===== src/rtl/mc_ctrl_fsm.sv =====
// ---------------------------------------------------------------------------
// mc_ctrl_fsm -- multi-cycle control unit for a small MIPS subset
// (addu, subu, ori, lw, sw, beq, lui, j, jal).
//
// Each instruction is walked through IF -> DCD -> EXE -> MEM -> WB (or BR for
// beq). The unit drives the datapath write enables and the mux selects.
// All outputs are decoded combinationally from the current state and the
// op/funct fields of the instruction register.
//
// Parameters:
//   ILLEGAL_TRAP  1: unknown op/funct parks the FSM in HALT until reset
//                 0: unknown instruction retires as a NOP
//
// Ports:
//   clk      in   system clock, rising edge
//   reset    in   asynchronous, active-high; returns FSM to IF
//   op       in   IR[31:26]
//   funct    in   IR[5:0], meaningful only for op == 6'h00
//   zero     in   ALU zero flag, used in BR
//   pc_wr    out  PC write enable
//   ir_wr    out  IR write enable
//   reg_wr   out  register file write enable
//   mem_wr   out  data memory write enable
//   reg_dst  out  00 rt, 01 rd, 10 r31
//   wd_sel   out  00 ALU, 01 memory data, 10 PC (already PC+4)
//   alu_src  out  0 register B, 1 extended immediate
//   alu_op   out  00 add, 01 sub, 10 or, 11 lui shift
//   ext_op   out  00 zero-ext, 01 sign-ext, 10 imm<<16
//   npc_op   out  00 PC+4, 01 branch target, 10 jump target
//   done     out  pulses in the last state of each instruction
//   illegal  out  high while parked in HALT
// ---------------------------------------------------------------------------
module mc_ctrl_fsm #(
    parameter bit ILLEGAL_TRAP = 1'b0
) (
    input  logic       clk,
    input  logic       reset,
    input  logic [5:0] op,
    input  logic [5:0] funct,
    input  logic       zero,
    output logic       pc_wr,
    output logic       ir_wr,
    output logic       reg_wr,
    output logic       mem_wr,
    output logic [1:0] reg_dst,
    output logic [1:0] wd_sel,
    output logic       alu_src,
    output logic [1:0] alu_op,
    output logic [1:0] ext_op,
    output logic [1:0] npc_op,
    output logic       done,
    output logic       illegal
);

    typedef enum logic [2:0] {
        S_IF   = 3'd0,
        S_DCD  = 3'd1,
        S_EXE  = 3'd2,
        S_MEM  = 3'd3,
        S_WB   = 3'd4,
        S_BR   = 3'd5,
        S_HALT = 3'd6
    } state_t;

    localparam logic [5:0] OP_RTYPE = 6'h00;
    localparam logic [5:0] OP_J     = 6'h02;
    localparam logic [5:0] OP_JAL   = 6'h03;
    localparam logic [5:0] OP_BEQ   = 6'h04;
    localparam logic [5:0] OP_ORI   = 6'h0D;
    localparam logic [5:0] OP_LUI   = 6'h0F;
    localparam logic [5:0] OP_LW    = 6'h23;
    localparam logic [5:0] OP_SW    = 6'h2B;
    localparam logic [5:0] FN_ADDU  = 6'h21;
    localparam logic [5:0] FN_SUBU  = 6'h23;

    state_t state_q, state_d;

    logic is_addu_s, is_subu_s, is_rtype_s, is_ori_s, is_lui_s;
    logic is_lw_s, is_sw_s, is_beq_s, is_j_s, is_jal_s, is_legal_s;

    logic       pc_wr_s, ir_wr_s, reg_wr_s, mem_wr_s, alu_src_s, done_s;
    logic [1:0] reg_dst_s, wd_sel_s, alu_op_s, ext_op_s, npc_op_s;

    // Instruction decode is re-evaluated every cycle; the datapath keeps IR stable.
    assign is_addu_s  = (op == OP_RTYPE) && (funct == FN_ADDU);
    assign is_subu_s  = (op == OP_RTYPE) && (funct == FN_SUBU);
    assign is_rtype_s = is_addu_s || is_subu_s;
    assign is_ori_s   = (op == OP_ORI);
    assign is_lui_s   = (op == OP_LUI);
    assign is_lw_s    = (op == OP_LW);
    assign is_sw_s    = (op == OP_SW);
    assign is_beq_s   = (op == OP_BEQ);
    assign is_j_s     = (op == OP_J);
    assign is_jal_s   = (op == OP_JAL);
    assign is_legal_s = is_rtype_s || is_ori_s || is_lui_s || is_lw_s || is_sw_s
                        || is_beq_s || is_j_s || is_jal_s;

    // State register; reset always lands in IF.
    always_ff @(posedge clk or posedge reset) begin
        if (reset) begin
            state_q <= S_IF;
        end else begin
            state_q <= state_d;
        end
    end

    // Next-state and output decode from current state and instruction fields.
    always_comb begin
        state_d   = S_IF;
        pc_wr_s   = 1'b0;
        ir_wr_s   = 1'b0;
        reg_wr_s  = 1'b0;
        mem_wr_s  = 1'b0;
        reg_dst_s = 2'b00;
        wd_sel_s  = 2'b00;
        alu_src_s = 1'b0;
        alu_op_s  = 2'b00;
        ext_op_s  = 2'b00;
        npc_op_s  = 2'b00;
        done_s    = 1'b0;

        case (state_q)
            S_IF: begin
                pc_wr_s  = 1'b1;
                ir_wr_s  = 1'b1;
                npc_op_s = 2'b00;
                state_d  = S_DCD;
            end
            S_DCD: begin
                if (is_j_s || is_jal_s) begin
                    pc_wr_s  = 1'b1;
                    npc_op_s = 2'b10;
                    done_s   = 1'b1;
                    // jal links PC+4 into r31 in the same cycle as the jump
                    if (is_jal_s) begin
                        reg_wr_s  = 1'b1;
                        reg_dst_s = 2'b10;
                        wd_sel_s  = 2'b10;
                    end else begin
                        reg_wr_s  = 1'b0;
                    end
                    state_d = S_IF;
                end else if (is_beq_s) begin
                    state_d = S_BR;
                end else if (is_legal_s) begin
                    state_d = S_EXE;
                end else if (ILLEGAL_TRAP) begin
                    state_d = S_HALT;
                end else begin
                    // Unknown instruction retires as a NOP
                    done_s  = 1'b1;
                    state_d = S_IF;
                end
            end
            S_EXE: begin
                if (is_rtype_s) begin
                    alu_op_s  = is_subu_s ? 2'b01 : 2'b00;
                    alu_src_s = 1'b0;
                end else if (is_ori_s) begin
                    alu_op_s  = 2'b10;
                    alu_src_s = 1'b1;
                    ext_op_s  = 2'b00;
                end else if (is_lui_s) begin
                    alu_op_s  = 2'b11;
                    alu_src_s = 1'b1;
                    ext_op_s  = 2'b10;
                end else if (is_lw_s || is_sw_s) begin
                    alu_op_s  = 2'b00;
                    alu_src_s = 1'b1;
                    ext_op_s  = 2'b01;
                end else begin
                    alu_op_s  = 2'b00;
                end
                state_d = (is_lw_s || is_sw_s) ? S_MEM : S_WB;
            end
            S_MEM: begin
                if (is_sw_s) begin
                    mem_wr_s = 1'b1;
                    done_s   = 1'b1;
                    state_d  = S_IF;
                end else if (is_lw_s) begin
                    state_d  = S_WB;
                end else begin
                    state_d  = S_IF;
                end
            end
            S_WB: begin
                reg_wr_s = 1'b1;
                done_s   = 1'b1;
                if (is_rtype_s) begin
                    reg_dst_s = 2'b01;
                    wd_sel_s  = 2'b00;
                end else if (is_lw_s) begin
                    reg_dst_s = 2'b00;
                    wd_sel_s  = 2'b01;
                end else begin
                    reg_dst_s = 2'b00;
                    wd_sel_s  = 2'b00;
                end
                state_d = S_IF;
            end
            S_BR: begin
                alu_op_s  = 2'b01;
                alu_src_s = 1'b0;
                npc_op_s  = 2'b01;
                // Branch is taken only when the subtract compares equal
                pc_wr_s   = zero;
                done_s    = 1'b1;
                state_d   = S_IF;
            end
            S_HALT: begin
                state_d = S_HALT;
            end
            default: begin
                state_d = S_IF;
            end
        endcase
    end

    // Enables are forced low while reset is held, even though state already reads IF.
    assign pc_wr   = pc_wr_s  & ~reset;
    assign ir_wr   = ir_wr_s  & ~reset;
    assign reg_wr  = reg_wr_s & ~reset;
    assign mem_wr  = mem_wr_s & ~reset;
    assign done    = done_s   & ~reset;
    assign reg_dst = reg_dst_s;
    assign wd_sel  = wd_sel_s;
    assign alu_src = alu_src_s;
    assign alu_op  = alu_op_s;
    assign ext_op  = ext_op_s;
    assign npc_op  = npc_op_s;
    // HALT is only left through reset, so the state itself is the sticky flag
    assign illegal = (state_q == S_HALT) && !reset;

endmodule


===== config.mk =====
export PLATFORM = sky130hd
export DESIGN_NAME = mc_ctrl_fsm
export DESIGN_NICKNAME = d
export VERILOG_FILES = /design/src/rtl/mc_ctrl_fsm.sv
export SDC_FILE = /design/constraint.sdc
export NUM_CORES = 1
export LEC_CHECK = 0
export ABC_AREA = 1
export BUFFER_PORTS_ARGS = -buffer_cell sky130_fd_sc_hd__buf_4
export CORE_MARGIN = 4
export CORE_UTILIZATION = 36
export DETAILED_ROUTE_END_ITERATION = 16
export HOLD_SLACK_MARGIN = 0.02
export PLACE_DENSITY = 0.81
export SETUP_SLACK_MARGIN = 0.5
export SLEW_MARGIN = 5
export SYNTH_ARGS = -nofsm -noshare
export SYNTH_HDL_FRONTEND = slang
export SYNTH_SLANG_ARGS = --single-unit
export TNS_END_PERCENT = 10

===== constraint.sdc =====
create_clock -name clk -period 1.23 [get_ports clk]
set_clock_uncertainty 0.2 [all_clocks]
set_input_delay 0 -clock clk [delete_from_list [all_inputs] [get_ports clk]]
set_output_delay 0 -clock clk [all_outputs]
set_load 0.05 [all_outputs]

==> flow_results.org <==
** Outcome
- Outcome :: finished, violations left
- The final reports fail on negative setup slack.

** Critical path
- Cell family with most CP delay :: simple AND/OR/NAND/NOR gates
- Origin of the critical flop-to-flop path :: state_q[2]
- Endpoint of the most critical register-to-register path :: state_q[1]
- Worst Setup End Kind :: output port
- Data on the critical path is required at its endpoint by between 1 and 1.5 ns.
- Cells along the critical path :: inv_2, nand2_4, nor2_4, nand3_2, nand2_1, nor2_1, a21oi_2, buf_6
- Critical path start-end classification :: register to output port
- The largest individual stage delay along the critical path comes from the cell dfrtp_1.
- Biggest fanout along the worst timing path :: 3
- The number of cells on the worst reg-to-reg path is 7.
- In this design, the stage delay of the slowest critical-path cell is around 0.42 ns.
- Data on the critical path arrives at its endpoint at roughly 1.6 ns.
- The worst setup path is launched from a register.
- The setup check on the worst reg-to-reg path leaves a slack of -0.09 ns.
- The critical path crosses 8 cells after its start point.
- Total buffers and inverters traversed by the critical path :: 2

** Flow run
- Maxcap violations :: 0

** Final layout
- Register bank with the most flops :: state_q
- Ratio of cells with drive above 1 in the final layout :: 61.8%
- Finished Cell Area :: ~1000 µm²
- Final net count :: around 150
- Counting the fill cells in the layout gives ~60.
- Post-route insts no fill :: 145
- Top Registers :: state_q (3)
- Post-synthesis to final-layout area growth :: 118%
- Largest register FFs :: 3
- Number of antenna cells inserted :: 0

** Floorplan
- The total area inside the core boundary comes to 1170 µm².
- In this run the count of I/O pins placed on the die edge is 32.
- The floorplan step defined a die boundary enclosing 1960 µm².
- In this run the vertical extent of the chip is 44.2 µm.
- Row generation in the floorplan step produced 12 rows.
- Starting utilization of the core area :: 40.4%
- Horizontal die dimension :: 44.2 µm

** Timing
- After layout, the worst path uses 142% of the clock period.
- RSZ-0062 raised after global routing :: yes
- The total count of hold-check failures in the final report was 0.
- Smallest hold slack :: 0.0610 ns
- Relative slew slack :: just over 80%
- Once routing completed, OpenROAD measured the worst setup slack at -0.518 ns.
- Setup violations remaining at the end of the flow were counted as 20.
- At the pin with the least slew margin, the transition time is 0.259 ns.
- Adding up every negative setup slack in the final design gives -6.18 ns.
- Final count of pins violating max slew :: 0
- Static timing analysis puts the maximum clock frequency at 572 MHz.
- After layout, the minimum clock period comes to about 1.7 ns.

** GRT
- Wire length of the first global-routing pass :: about 2800 µm
- The initial antenna violation count is 0.
- Overall global routing resource usage :: 20.0%
- Maximum number of pins on one net before global-route repair :: 8
- The total overflow left after global routing is 0.
- The via count of the first global-routing pass is 672.

** Logic synthesis
- After synthesis, the most frequently instantiated cells are nand2_1, nor2_1, inv_1.
- Synth cell types :: 20
- Sequential share of the synthesized area :: approximately 16%
- Averaged over all synthesized cells, the footprint is 5.70 µm².
- Count of warnings emitted by yosys :: 0
- Among all flip-flop cells after synthesis, the most frequent one is dfrtp_1.
- Number of synthesized flops with an enable pin :: 0
- By area the synthesized netlist is led by dfrtp_1, nand2_1, nor2_1.
- Counting every instance in the synthesized netlist gives 83.
- The synthesized design contains 3 register bits.
- Synthesis produced a netlist with a net count of 98.
- Total standard cell area after synthesis :: 473 µm²
- The synthesized design spends more area on one cell type than any other, namely dfrtp_1.
- The top cell type by area accounts for 15.9% of the synthesized area.
- Counting flops with an async set or reset pin after synthesis yields a share of 100%.

** Pwr
- The analysis attributes to cell leakage a power of 0.000486 µW.
- Across the VDD grid, the largest voltage drop is 987 µV.
- Power per standard cell area :: between 1000 and 1500 nW/µm²

** Clocking
- The clock passes through at most 2 buffers.
- In this run the post-CTS setup repair buffer count came out at 0.
- Clock tree from TritonCTS :: built
- Clock-pin slew was measured on the worst setup and hold paths at roughly 0.040 ns.
- The root buffer cell chosen for the clock tree is clkbuf_4.
- Buffers inserted during clock tree synthesis total 3.
- Clock latency on the worst-skew pair, taken at its later pin, is 0.24 ns.
- H-Tree Level Count :: 1
- Number of sinks driven by the clock tree :: 3

** Routing
- Overall via count from detail_route :: 745
- Using the TritonRoute via totals, the vias-per-cell ratio works out to 5.14.
- First-pass iteration count of the detailed router :: 4
- Post-detailed-route DRC marker count :: 0
- Antenna Violating Nets Remaining :: 0
- Iteration-0 DRC count of the detailed router :: 32
- Detailed Route WL :: 2020 µm
- After detailed routing, the average wire length per cell comes to about 14 µm.

** Placement
- The congestion estimate from routability-driven global placement came to 0.811.
- After detailed placement, the total cell area comes to just under 900 µm².
- Input and output buffers added on the ports amount to 31.
- Summed over all nets, the half-perimeter wirelength after detailed placement is 1360 µm.
- In this run, placement finished with an instance count of 140.

** Hold path
- Worst hold path type :: primary input to async pin
## cell type report
type / instances / area [µm²] / share of cell area [%]
Clock buffer: 4 / 26.3 / 2.55
Inverter: 14 / 56.3 / 5.47
Multi-Input combinational cell: 65 / 448 / 43.5
Sequential cell: 3 / 77.6 / 7.53
Tap cell: 14 / 17.5 / 1.70
Timing Repair Buffer: 45 / 404 / 39.2
## logic make-up (layout without fill, tap and decap cells)
kind of cell / Yosys count / count (layout) / share of synthesized area [%]
buffers and inverters: 15 / 63 / 12.7
AOI/OAI and AO/OA: 6 / 6 / 8.73
DFF: 3 / 3 / 15.9
and+or+nand+nor: 59 / 59 / 62.7
## placed cells by master, fill, tap and decap left out, types with 2 or more instances in the layout
master	count
buf_4	30
nand2_1	16
nor2_1	12
buf_6	11
inv_1	9
nor2_4	7
nand3_1	6
inv_2	4
nor2_2	4
nand3_2	3
nand2_2	3
clkbuf_4	3
buf_8	3
nand4_1	2
a21oi_2	2
a21oi_4	2
dfrtp_2	2
## report_power, final
group          leakage, µW  switching (µW)  total (µW)  internal, µW
sequential       0.0000368            42.9         168           126
combinational     0.000435             433         714           280
clock            0.0000150            64.7         187           122
total             0.000486             541        1070           528
## how the worst max path moves through the flow
stage / start / end / slack [ns]
final: state_q[2] / done / -0.52
after global routing: state_q[2] / done / -0.64
after detailed placement: state_q[1] / done / -0.21
after global placement: state_q[1] / done / -0.21
after floorplan: state_q[2] / wd_sel[1] / -0.59
after CTS: state_q[0] / alu_op[0] / -0.43
## routing by layer
layer / vias up / track usage, % / part of all wire, %
met5: - / 0 / 0
met4: 0 / 8.43 / 1.3
met3: 4 / 6.91 / 6.9
met2: 40 / 35.2 / 55
met1: 342 / 21.4 / 37
li1: 359 / - / -
## per-stage QoR
stage	total power (µW)	utilization, %	setup WS, ns
final	1070	87.9	-0.518
after CTS	957	81.8	-0.431
after detailed placement	732	74.8	-0.213
after global routing	1150	87.9	-0.645
after global placement	718	74.8	-0.210
after floorplan	516	-	-0.595
## what timing repair did
item | in CTS | in global routing
endpoints found under the setup margin | 20 | 20
pin swaps | 0 | 4
hold buffers | 1 | 0
gates resized for setup | 13 | 20
hold endpoints to repair | 3 | 0
## tightest hold or removal path, stage by stage
cell           delay [ns]
buf_4                0.15
dlygate4sd3_1        0.57
inv_1                0.11
(Power assumes the default switching activity.)
